$ cat config.mk
export PLATFORM = sky130hd
export DESIGN_NAME = sc_traffic_master_flat
export DESIGN_NICKNAME = d
export VERILOG_FILES = /design/src/rtl/sc_traffic_master_if.sv /design/src/rtl/sc_traffic_master.sv /design/src/flat_wrapper.sv
export SDC_FILE = /design/constraint.sdc
export NUM_CORES = 1
export LEC_CHECK = 0
export ABC_AREA = 1
export BUFFER_PORTS_ARGS = -buffer_cell sky130_fd_sc_hd__buf_2
export CORE_ASPECT_RATIO = 1.25
export CORE_UTILIZATION = 54
export DETAILED_ROUTE_END_ITERATION = 8
export PLACE_DENSITY = 0.8
export SYNTH_ARGS = -nofsm -noshare
export SYNTH_HDL_FRONTEND = slang
export SYNTH_SLANG_ARGS = --single-unit
$ cat constraint.sdc
create_clock -name i_clk -period 3.6 [get_ports i_clk]
set_clock_uncertainty 0.2 [all_clocks]
set_input_delay 0.18 -clock i_clk [delete_from_list [all_inputs] [get_ports i_clk]]
set_output_delay 0.18 -clock i_clk [all_outputs]
set_load 0.005 [all_outputs]
$ cat src/rtl/sc_traffic_master_if.sv
// Request/acknowledge bus between the traffic master and one crossbar master port.
// The slave side answers with ack; rdata is valid in the same cycle as ack.
interface sc_traffic_master_if #(
  parameter int unsigned AW = 32,
  parameter int unsigned DW = 32
);
  logic          req;
  logic [AW-1:0] addr;
  logic          cmd;
  logic [DW-1:0] wdata;
  logic          ack;
  logic [DW-1:0] rdata;

  modport master (
    output req,
    output addr,
    output cmd,
    output wdata,
    input  ack,
    input  rdata
  );

  modport slave (
    input  req,
    input  addr,
    input  cmd,
    input  wdata,
    output ack,
    output rdata
  );
endinterface

$ cat src/rtl/sc_traffic_master.sv
// Programmable req/ack traffic generator for one crossbar master port.
// Issues write/read/readback/random-pair runs, checks read data and aborts on ack timeout.
module sc_traffic_master #(
  parameter int unsigned AW        = 32,
  parameter int unsigned DW        = 32,
  parameter int unsigned NUM_TXN   = 16,
  parameter logic [31:0] BASE_ADDR = 32'h0,
  parameter int unsigned SPAN_LOG2 = 8,
  parameter int unsigned TIMEOUT   = 255,
  parameter logic [15:0] SEED      = 16'hACE1,
  parameter logic [31:0] PATTERN   = 32'hA5A5_5A5A
) (
  input  logic                       i_clk,
  input  logic                       i_resetb,
  input  logic                       i_start,
  input  logic [1:0]                 i_mode,
  input  logic [7:0]                 i_gap,
  sc_traffic_master_if.master        bus_io,
  output logic                       o_busy,
  output logic                       o_done,
  output logic [15:0]                o_err_cnt,
  output logic                       o_timeout
);

  localparam int unsigned IW = $clog2(2 * NUM_TXN + 1);
  localparam int unsigned TW = $clog2(TIMEOUT + 1);
  localparam int unsigned XW = AW + DW + 32;

  typedef enum logic [1:0] {StIdle, StReq, StGap, StDone} state_e;

  state_e                 state_q, state_d;
  logic [1:0]             mode_q, mode_d;
  logic [7:0]             gap_q, gap_d;
  logic [7:0]             gap_cnt_q, gap_cnt_d;
  logic [IW-1:0]          idx_q, idx_d;
  logic [15:0]            lfsr_q, lfsr_d;
  logic [TW-1:0]          wait_q, wait_d;
  logic [15:0]            err_q, err_d;
  logic                   tout_q, tout_d;
  logic                   req_q, req_d;
  logic                   cmd_q, cmd_d;
  logic [AW-1:0]          addr_q, addr_d;
  logic [DW-1:0]          wdata_q, wdata_d;

  logic [SPAN_LOG2-1:0]   nk;
  logic                   ncmd;
  logic [AW-1:0]          naddr;
  logic [IW-1:0]          last_idx;
  logic [7:0]             gap_eff;
  logic                   chk_rd;
  logic [15:0]            lfsr_next;

  function automatic logic [AW-1:0] word_addr(input logic [SPAN_LOG2-1:0] k);
    return AW'(BASE_ADDR) + (AW'(k) << 2);
  endfunction

  function automatic logic [DW-1:0] pat_data(input logic [AW-1:0] a);
    return DW'(XW'(a) ^ XW'(PATTERN));
  endfunction

  // Fibonacci LFSR, taps 16,14,13,11, shifting towards bit 0
  assign lfsr_next = {lfsr_q[0] ^ lfsr_q[2] ^ lfsr_q[3] ^ lfsr_q[5], lfsr_q[15:1]};

  assign last_idx = mode_q[1] ? IW'(2 * NUM_TXN - 1) : IW'(NUM_TXN - 1);
  assign gap_eff  = (gap_q == 8'd0) ? 8'd1 : gap_q;
  assign chk_rd   = ((mode_q == 2'd2) && (idx_q >= IW'(NUM_TXN))) ||
                    ((mode_q == 2'd3) && idx_q[0]);

  always_comb begin
    state_d   = state_q;
    mode_d    = mode_q;
    gap_d     = gap_q;
    gap_cnt_d = gap_cnt_q;
    idx_d     = idx_q;
    lfsr_d    = lfsr_q;
    wait_d    = wait_q;
    err_d     = err_q;
    tout_d    = tout_q;
    req_d     = req_q;
    cmd_d     = cmd_q;
    addr_d    = addr_q;
    wdata_d   = wdata_q;
    nk        = '0;
    ncmd      = 1'b0;
    naddr     = '0;

    unique case (state_q)
      StIdle, StDone: begin
        if (i_start) begin
          mode_d  = i_mode;
          gap_d   = i_gap;
          idx_d   = '0;
          err_d   = '0;
          tout_d  = 1'b0;
          lfsr_d  = SEED;
          state_d = StReq;
        end
      end
      StReq: begin
        if (bus_io.ack) begin
          if (chk_rd && (bus_io.rdata != pat_data(addr_q)) && (err_q != 16'hFFFF)) begin
            err_d = err_q + 16'd1;
          end
          req_d = 1'b0;
          if ((mode_q == 2'd3) && idx_q[0]) begin
            lfsr_d = lfsr_next;
          end
          if (idx_q == last_idx) begin
            state_d = StDone;
          end else begin
            idx_d     = idx_q + IW'(1);
            gap_cnt_d = '0;
            state_d   = StGap;
          end
        end else if (wait_q == TW'(TIMEOUT - 1)) begin
          tout_d  = 1'b1;
          req_d   = 1'b0;
          state_d = StDone;
        end else begin
          wait_d = wait_q + TW'(1);
        end
      end
      StGap: begin
        // A zero gap still leaves one idle cycle between requests
        if (gap_cnt_q == gap_eff - 8'd1) begin
          state_d = StReq;
        end else begin
          gap_cnt_d = gap_cnt_q + 8'd1;
        end
      end
      default: ;
    endcase

    // Transaction selected by the post-update index/mode/LFSR
    unique case (mode_d)
      2'd0: begin
        nk   = SPAN_LOG2'(idx_d);
        ncmd = 1'b1;
      end
      2'd1: begin
        nk   = SPAN_LOG2'(idx_d);
        ncmd = 1'b0;
      end
      2'd2: begin
        if (idx_d < IW'(NUM_TXN)) begin
          nk   = SPAN_LOG2'(idx_d);
          ncmd = 1'b1;
        end else begin
          nk   = SPAN_LOG2'(idx_d - IW'(NUM_TXN));
          ncmd = 1'b0;
        end
      end
      default: begin
        nk   = SPAN_LOG2'(lfsr_d);
        ncmd = ~idx_d[0];
      end
    endcase
    naddr = word_addr(nk);

    if ((state_d == StReq) && (state_q != StReq)) begin
      req_d   = 1'b1;
      wait_d  = '0;
      addr_d  = naddr;
      cmd_d   = ncmd;
      wdata_d = ncmd ? pat_data(naddr) : '0;
    end
  end

  always_ff @(posedge i_clk or negedge i_resetb) begin
    if (!i_resetb) begin
      state_q   <= StIdle;
      mode_q    <= 2'd0;
      gap_q     <= 8'd0;
      gap_cnt_q <= 8'd0;
      idx_q     <= '0;
      lfsr_q    <= SEED;
      wait_q    <= '0;
      err_q     <= 16'd0;
      tout_q    <= 1'b0;
      req_q     <= 1'b0;
      cmd_q     <= 1'b0;
      addr_q    <= '0;
      wdata_q   <= '0;
    end else begin
      state_q   <= state_d;
      mode_q    <= mode_d;
      gap_q     <= gap_d;
      gap_cnt_q <= gap_cnt_d;
      idx_q     <= idx_d;
      lfsr_q    <= lfsr_d;
      wait_q    <= wait_d;
      err_q     <= err_d;
      tout_q    <= tout_d;
      req_q     <= req_d;
      cmd_q     <= cmd_d;
      addr_q    <= addr_d;
      wdata_q   <= wdata_d;
    end
  end

  assign bus_io.req   = req_q;
  assign bus_io.addr  = addr_q;
  assign bus_io.cmd   = cmd_q;
  assign bus_io.wdata = wdata_q;

  assign o_busy    = (state_q == StReq) || (state_q == StGap);
  assign o_done    = (state_q == StDone);
  assign o_err_cnt = err_q;
  assign o_timeout = tout_q;

endmodule

$ cat src/flat_wrapper.sv
// flat-port wrapper written by rule: the top's interface ports become plain ports
module sc_traffic_master_flat 
#(
  parameter int unsigned AW        = 32,
  parameter int unsigned DW        = 32,
  parameter int unsigned NUM_TXN   = 16,
  parameter logic [31:0] BASE_ADDR = 32'h0,
  parameter int unsigned SPAN_LOG2 = 8,
  parameter int unsigned TIMEOUT   = 255,
  parameter logic [15:0] SEED      = 16'hACE1,
  parameter logic [31:0] PATTERN   = 32'hA5A5_5A5A
)
  (i_clk, i_resetb, i_start, i_mode, i_gap, o_busy, o_done, o_err_cnt, o_timeout, bus_io_req, bus_io_addr, bus_io_cmd, bus_io_wdata, bus_io_ack, bus_io_rdata);
  sc_traffic_master_if #(.AW(AW), .DW(DW)) bus_io_i ();
  input  logic i_clk;
  input  logic i_resetb;
  input  logic i_start;
  input  logic [1:0] i_mode;
  input  logic [7:0] i_gap;
  output logic o_busy;
  output logic o_done;
  output logic [15:0] o_err_cnt;
  output logic o_timeout;
  output wire logic [$bits(bus_io_i.req)-1:0] bus_io_req;
  output wire logic [$bits(bus_io_i.addr)-1:0] bus_io_addr;
  output wire logic [$bits(bus_io_i.cmd)-1:0] bus_io_cmd;
  output wire logic [$bits(bus_io_i.wdata)-1:0] bus_io_wdata;
  input wire logic [$bits(bus_io_i.ack)-1:0] bus_io_ack;
  input wire logic [$bits(bus_io_i.rdata)-1:0] bus_io_rdata;
  assign bus_io_req = bus_io_i.req;
  assign bus_io_addr = bus_io_i.addr;
  assign bus_io_cmd = bus_io_i.cmd;
  assign bus_io_wdata = bus_io_i.wdata;
  assign bus_io_i.ack = bus_io_ack;
  assign bus_io_i.rdata = bus_io_rdata;
  sc_traffic_master #(.AW(AW), .DW(DW), .NUM_TXN(NUM_TXN), .BASE_ADDR(BASE_ADDR), .SPAN_LOG2(SPAN_LOG2), .TIMEOUT(TIMEOUT), .SEED(SEED), .PATTERN(PATTERN)) u_core (.i_clk(i_clk), .i_resetb(i_resetb), .i_start(i_start), .i_mode(i_mode), .i_gap(i_gap), .bus_io(bus_io_i), .o_busy(o_busy), .o_done(o_done), .o_err_cnt(o_err_cnt), .o_timeout(o_timeout));
endmodule
== After elaboration in Yosys (flattened, before gate mapping) ==
Index checks and enable logic that the tools add are counted.
Storage, ports and cells
  register bits after elaboration: 109
  bits in latches: 0
  RAM bits: 0
  bits in read-only memories: 0
  input port bits: 46
  output and inout bits: 85
  logic and storage cells: 118
  memories: 0
Cells by class
  add/subtract/negate cells: 6
  multiply operators: 0
  divide/modulo/power cells: 0
  magnitude comparators: 2
  equality and inequality tests: 24
  shifts and indexed selects: 0
  muxes and demuxes: 43
  bitwise gates (word level): 6
  reduce and logical (&&, ||, !) cells: 23
Operators with widths (count)
  2-to-1 mux 16 bit: 6
  2-to-1 mux 8 bit: 9
  one-hot mux 16 bit (2 select lines): 2
  2-to-1 mux 32 bit: 1
  != test 32 bit: 1
  NOT 5 -> 16 bit: 2
  one-hot mux 8 bit (2 select lines): 2
  2-to-1 mux 6 bit: 3
  adder 16 x 1 -> 16 bit, second input constant: 1
  adder 8 x 1 -> 8 bit, second input constant: 2
  != test 16 bit, second input constant: 1
  AND reduction 4 bit: 4
  2-to-1 mux 2 bit: 6
  != test 2 bit, second input constant: 6
  one-hot mux 6 bit (2 select lines): 1
  equality test 2 bit, second input constant: 5
  != test 2 x 1 -> 1 bit, second input constant: 5
  2-to-1 mux 1 bit: 9
  equality test 8 bit: 1
  equality test 8 bit, second input constant: 1
  zero test 8 bit: 1
  subtractor 8 x 1 -> 8 bit, second input constant: 1
  subtractor 6 x 5 -> 7 bit, second input constant: 1
  adder 6 x 1 -> 6 bit, second input constant: 1
  other kinds (18): 32

== Longest topological paths before layout ==
  depth in word-level cells: 10
  mapped depth: 23
  gate-level depth less buffers: 22

== Worst setup path before layout ==
No wires, ideal clock.
  path kind: register to register
  start point: register u_core.gap_q[3]
  end point: register u_core.wdata_q[29] (netlist: u_core.bus_io.wdata[29])
  library setup time: 0.118 ns
  data arrival time: 2.249 ns
  required time: 3.282 ns
  slack: 1.033 ns
  stages on the path, launching flop included: 21
  buffers on the path: 1
  clock period less this slack: 2.567 ns
  cells stage by stage: dfrtp_1 -> inv_2 -> nand2_2 -> nor2_4 -> nand2_4 -> nand2_2 -> inv_2 -> ha_1 -> xor2_1 -> nand3_1 -> nor2_1 -> nand2_1 -> nor2_2 -> nand4_1 -> nand2_1 -> nand2_2 -> inv_2 -> nand2_4 -> buf_6 -> nand2_1 -> nand2_1
Between the ends
  word-level cells in the longest chain between the ends: 8
Ends and longest elaborated chain
  start, declared: RTL line sc_traffic_master.sv:33  | logic [7:0] gap_q, gap_d;
  start signal, assigned: RTL line sc_traffic_master.sv:187  | gap_q <= gap_d;
  zero test 8 bit: RTL line sc_traffic_master.sv:65  | assign gap_eff = (gap_q == 8'd0) ? 8'd1 : gap_q;
  2-to-1 mux 8 bit (*): RTL line sc_traffic_master.sv:65
  subtractor 8 x 1 -> 8 bit (*): RTL line sc_traffic_master.sv:125  | if (gap_cnt_q == gap_eff - 8'd1) begin
  equality test 8 bit (*): RTL line sc_traffic_master.sv:125
  2-to-1 mux 2 bit (*): RTL line sc_traffic_master.sv:125
  one-hot mux 2 bit (3 select lines) (*): RTL line sc_traffic_master.sv:87  | unique case (state_q)
  named net u_core.state_d[0]: RTL line sc_traffic_master.sv:31  | state_e state_q, state_d;
  equality test 2 x 1 -> 1 bit (*): RTL line sc_traffic_master.sv:160  | if ((state_d == StReq) && (state_q != StReq)) begin
  logical AND 1 bit (*): RTL line sc_traffic_master.sv:160
  end signal, assigned: RTL line sc_traffic_master.sv:197  | wdata_q <= wdata_d;
  end, declared: RTL line sc_traffic_master.sv:43  | logic [DW-1:0] wdata_q, wdata_d;
Mark *: on every way through the listed nets, which the timed path passes. The rest lies on a longest branch.
A chain may end at the register's enable or synchronous reset.

== Worst setup path in the final report ==
  start point: register u_core.gap_q[3]
  end point: register u_core.addr_q[7] (netlist: u_core.bus_io.addr[7])
Between the ends
  word-level cells in the longest chain between the ends: 8
Ends and longest elaborated chain
  zero test 8 bit: RTL line sc_traffic_master.sv:65
  2-to-1 mux 8 bit (*): RTL line sc_traffic_master.sv:65
  subtractor 8 x 1 -> 8 bit (*): RTL line sc_traffic_master.sv:125
  equality test 8 bit (*): RTL line sc_traffic_master.sv:125
  2-to-1 mux 2 bit (*): RTL line sc_traffic_master.sv:125
  one-hot mux 2 bit (3 select lines) (*): RTL line sc_traffic_master.sv:87
  equality test 2 x 1 -> 1 bit (*): RTL line sc_traffic_master.sv:160
  logical AND 1 bit (*): RTL line sc_traffic_master.sv:160
  end signal, assigned: RTL line sc_traffic_master.sv:196  | addr_q <= addr_d;
  end, declared: RTL line sc_traffic_master.sv:42  | logic [AW-1:0] addr_q, addr_d;
Every way passes the cells marked *; elsewhere a longest branch is shown, timed or not.

==> results.toml <==
[logic_synthesis]
synth_flop_cell = "dfrtp_1"
syn_inst = 738
synth.cell_area_um2 = 5416
synthArstFlopShare_pct = 100.0
synth_edf_count = 0
yosysWarnings = 0
synthDistinctLibCells = 37
synth_seq_area_share_pct = 39.45
syn_area_per_cell_um2 = 7.339
synth.ff_latch_count = 85

[hold_path]
hold_class = "input pin to register"

[worst_setup_path]
max_stage_delay_ns = 0.43
cp_cell_sequence = "inv_2, nand2_2, nor2_4, nand2_4, nand2_2, inv_2, ha_1, xor2_1, nand3_1, nor2_1, nand2_1, nor2_2, nand4_1, nand2_1, nand2_2, nor2_4, nand2_1, nand2_1"
path_class = "register to register"
timing.critical_path.fanout_max = 24
cp_common_cell = "nand2_1"
arrival_ns = 3.13
cp_slowest_cell = "dfrtp_1"
cp.required_ns = 3.68
start_kind = "register"
critPathCaptureType = "register"

[floorplan]
die_area_um2 = 10440
dieHeight_um = 114.0
die_w_um = 91.58
initial_utilization_pct = 56.08
ioPinCount = 131
core-area_um2 = 9659
num_rows = 40

[sta]
setup_ws_ns = 0.5471
hold_viol = 0
setup_viol = 0
whs_ns = 0.03681
period_share_pct = 84.80
fmax_ghz = 0.3276
timing.setup.tns_ns = 0
worst_pin_slew_ns = 1.049
grt_setup_unrepaired = "false"
fin_crit_ns = 3.053
max-slew-margin-rel_pct = 30.05
slew_viol_final = 0

[drt]
first_pass_iters = 6
drc = 0
routed_wl_um = 11960
drt_iter0_drc = 354
detail-route-antenna-nets = 0
wl_per_cell_um = 12.47
dr_total_vias = 4849
via_per_inst = 5.056

[finish]
final_common_cell = "nand2_1"
register_area_um2 = 2137
multi_input_area_um2 = 2596
n_antenna_cell = 0
mostFrequentLayoutCells = "201 x nand2_1, 93 x buf_2, 91 x inv_1"
num-nets-final = 883
nFillCells = 805
drive_gt1_share_pct = 19.93
area_growth_pct = 13.70

[clock_network]
cts.sinks = 85
cts_tree = "done"
cts_root_buffer = "clkbuf_16"
cts_max_level = 3
clock_path_buffers = 2
clk_latency_ns = 0.34
path_clk_slew_ns = 0.07
cts_made_buffers = 9
post_cts_buffers = 0

[global_routing]
grt_usage_pct = 23.43
gr-total-overflow = 0
antenna_found_initial = 0
grt_pass1_wl_um = 19730
grt_max_degree = 86
grt_pass1_vias = 4511

[outcome]
outcome = "finished, final reports clean"

[power]
peakVddDrop_mv = 0.4974
power_w = 0.004566
pwr_density_cell_nw_per_um2 = 741.4
p_leak_nw = 3.251

[job]
max_cap_violations = 0

[place]
place.gp.congestion = 0.9331
hpwl_um = 8816
place_ws_ns = 0.5691
portBuffers = 94
[final cells by class]
cell class / count / area share (%)
repair buffers: 105 / 9.386
flip-flops and latches: 85 / 34.70
multi-input cells: 527 / 42.16
inverters: 100 / 6.095
clock buffers: 9 / 3.657
well taps: 126 / 2.560
clock inverters: 7 / 1.443
[timing repair]
action                    4_1_cts  5_1_grt
hold endpoints to repair       85        0
gates resized for setup         0        0
hold buffers                    9        0
[stage by stage]
| step | cell area [um2] | utilization, % | std cells |
|---|---|---|---|
| after floorplan | 5548 | - | 773 |
| after global placement | 5754 | 59.57 | 934 |
| after detailed placement | 5754 | 59.57 | 934 |
| after CTS | 6158 | 63.76 | 959 |
| after global routing | 6158 | 63.76 | 959 |
| final | 6158 | 63.76 | 959 |
[Yosys cell counts (4+ instances only)]
master / n / area share (%)
inv_2: 9 / 0.62
nand2_2: 9 / 1.0
nor3_1: 10 / 0.92
o21ai_1: 4 / 0.37
nand3_1: 49 / 4.5
nand3b_1: 5 / 0.69
or2_2: 13 / 1.5
xor2_1: 20 / 3.2
o21ai_0: 48 / 4.4
o22ai_1: 9 / 1.0
inv_1: 91 / 6.3
nor4_1: 7 / 0.81
a21oi_1: 11 / 1.0
ha_1: 9 / 2.1
dfstp_2: 8 / 3.9
nor2_2: 7 / 0.81
dfrtp_1: 77 / 36
nor2_1: 57 / 4.0
buf_4: 48 / 6.7
clkbuf_1: 6 / 0.42
nand2_1: 201 / 14
nand4_1: 8 / 0.92
o211ai_1: 5 / 0.69
xnor2_1: 7 / 1.1
[flip-flops by register name, summed over array words and instances, names as in the netlist, 6 cells and up]
name / cells
u_core.lfsr_q: 16
u_core.o_err_cnt: 16
u_core.bus_io.wdata: 9
u_core.bus_io.addr: 8
u_core.gap_cnt_q: 8
u_core.gap_q: 8
u_core.wait_q: 8
u_core.idx_q: 6
[power by group]
part           switching [W]  internal, W
Sequential          0.000214      0.00123
Clock               0.000429     0.000558
Combinational        0.00143     0.000708
Total                0.00207      0.00250
[per-layer routing]
layer	share of wire, %	vias up	GRT usage [%]
li1	-	2421	-
met3	4.4	31	3.067
met2	51	147	41.20
met1	42	2250	28.57
met4	2.3	0	10.69
met5	0	-	0
[kinds of logic after synthesis]
kind of cell,Yosys count,synth area share (%)
XOR/XNOR,27,4.366
flip-flops,85,39.45
multiplexers,1,0.1848
buffers and inverters,161,15.04
other,1,0.06923
AND/OR/NAND/NOR,373,30.65
adder cells (fa/ha/maj),9,2.079
AO/OA/AOI/OAI,81,8.154
[path summary, 6_finish.rpt]
path	start	endpoint	slack [ns]	cells after the start
min reg2reg	u_core.bus_io.wdata[8]	u_core.bus_io.wdata[8]	0.27	2
max reg2reg	u_core.gap_q[3]	u_core.bus_io.addr[7]	0.55	18
min in group asynchronous	i_resetb	u_core.bus_io.addr[8]	0.36	2
min	i_mode[0]	u_core.mode_q[0]	0.04	3
max	u_core.gap_q[3]	u_core.bus_io.addr[7]	0.55	18
max in group asynchronous	i_resetb	u_core.state_q[0]	2.16	2
[critical path: cells and delay by family (launching register included)]
| kind | cells | cell delay (ns) |
|---|---|---|
| AND/OR/NAND/NOR | 14 | 1.74 |
| flip-flops | 1 | 0.43 |
| adder cells (fa/ha/maj) | 1 | 0.30 |
| XOR/XNOR | 1 | 0.16 |
| buffers and inverters | 2 | 0.13 |
Power figures use the tool's default switching activity.
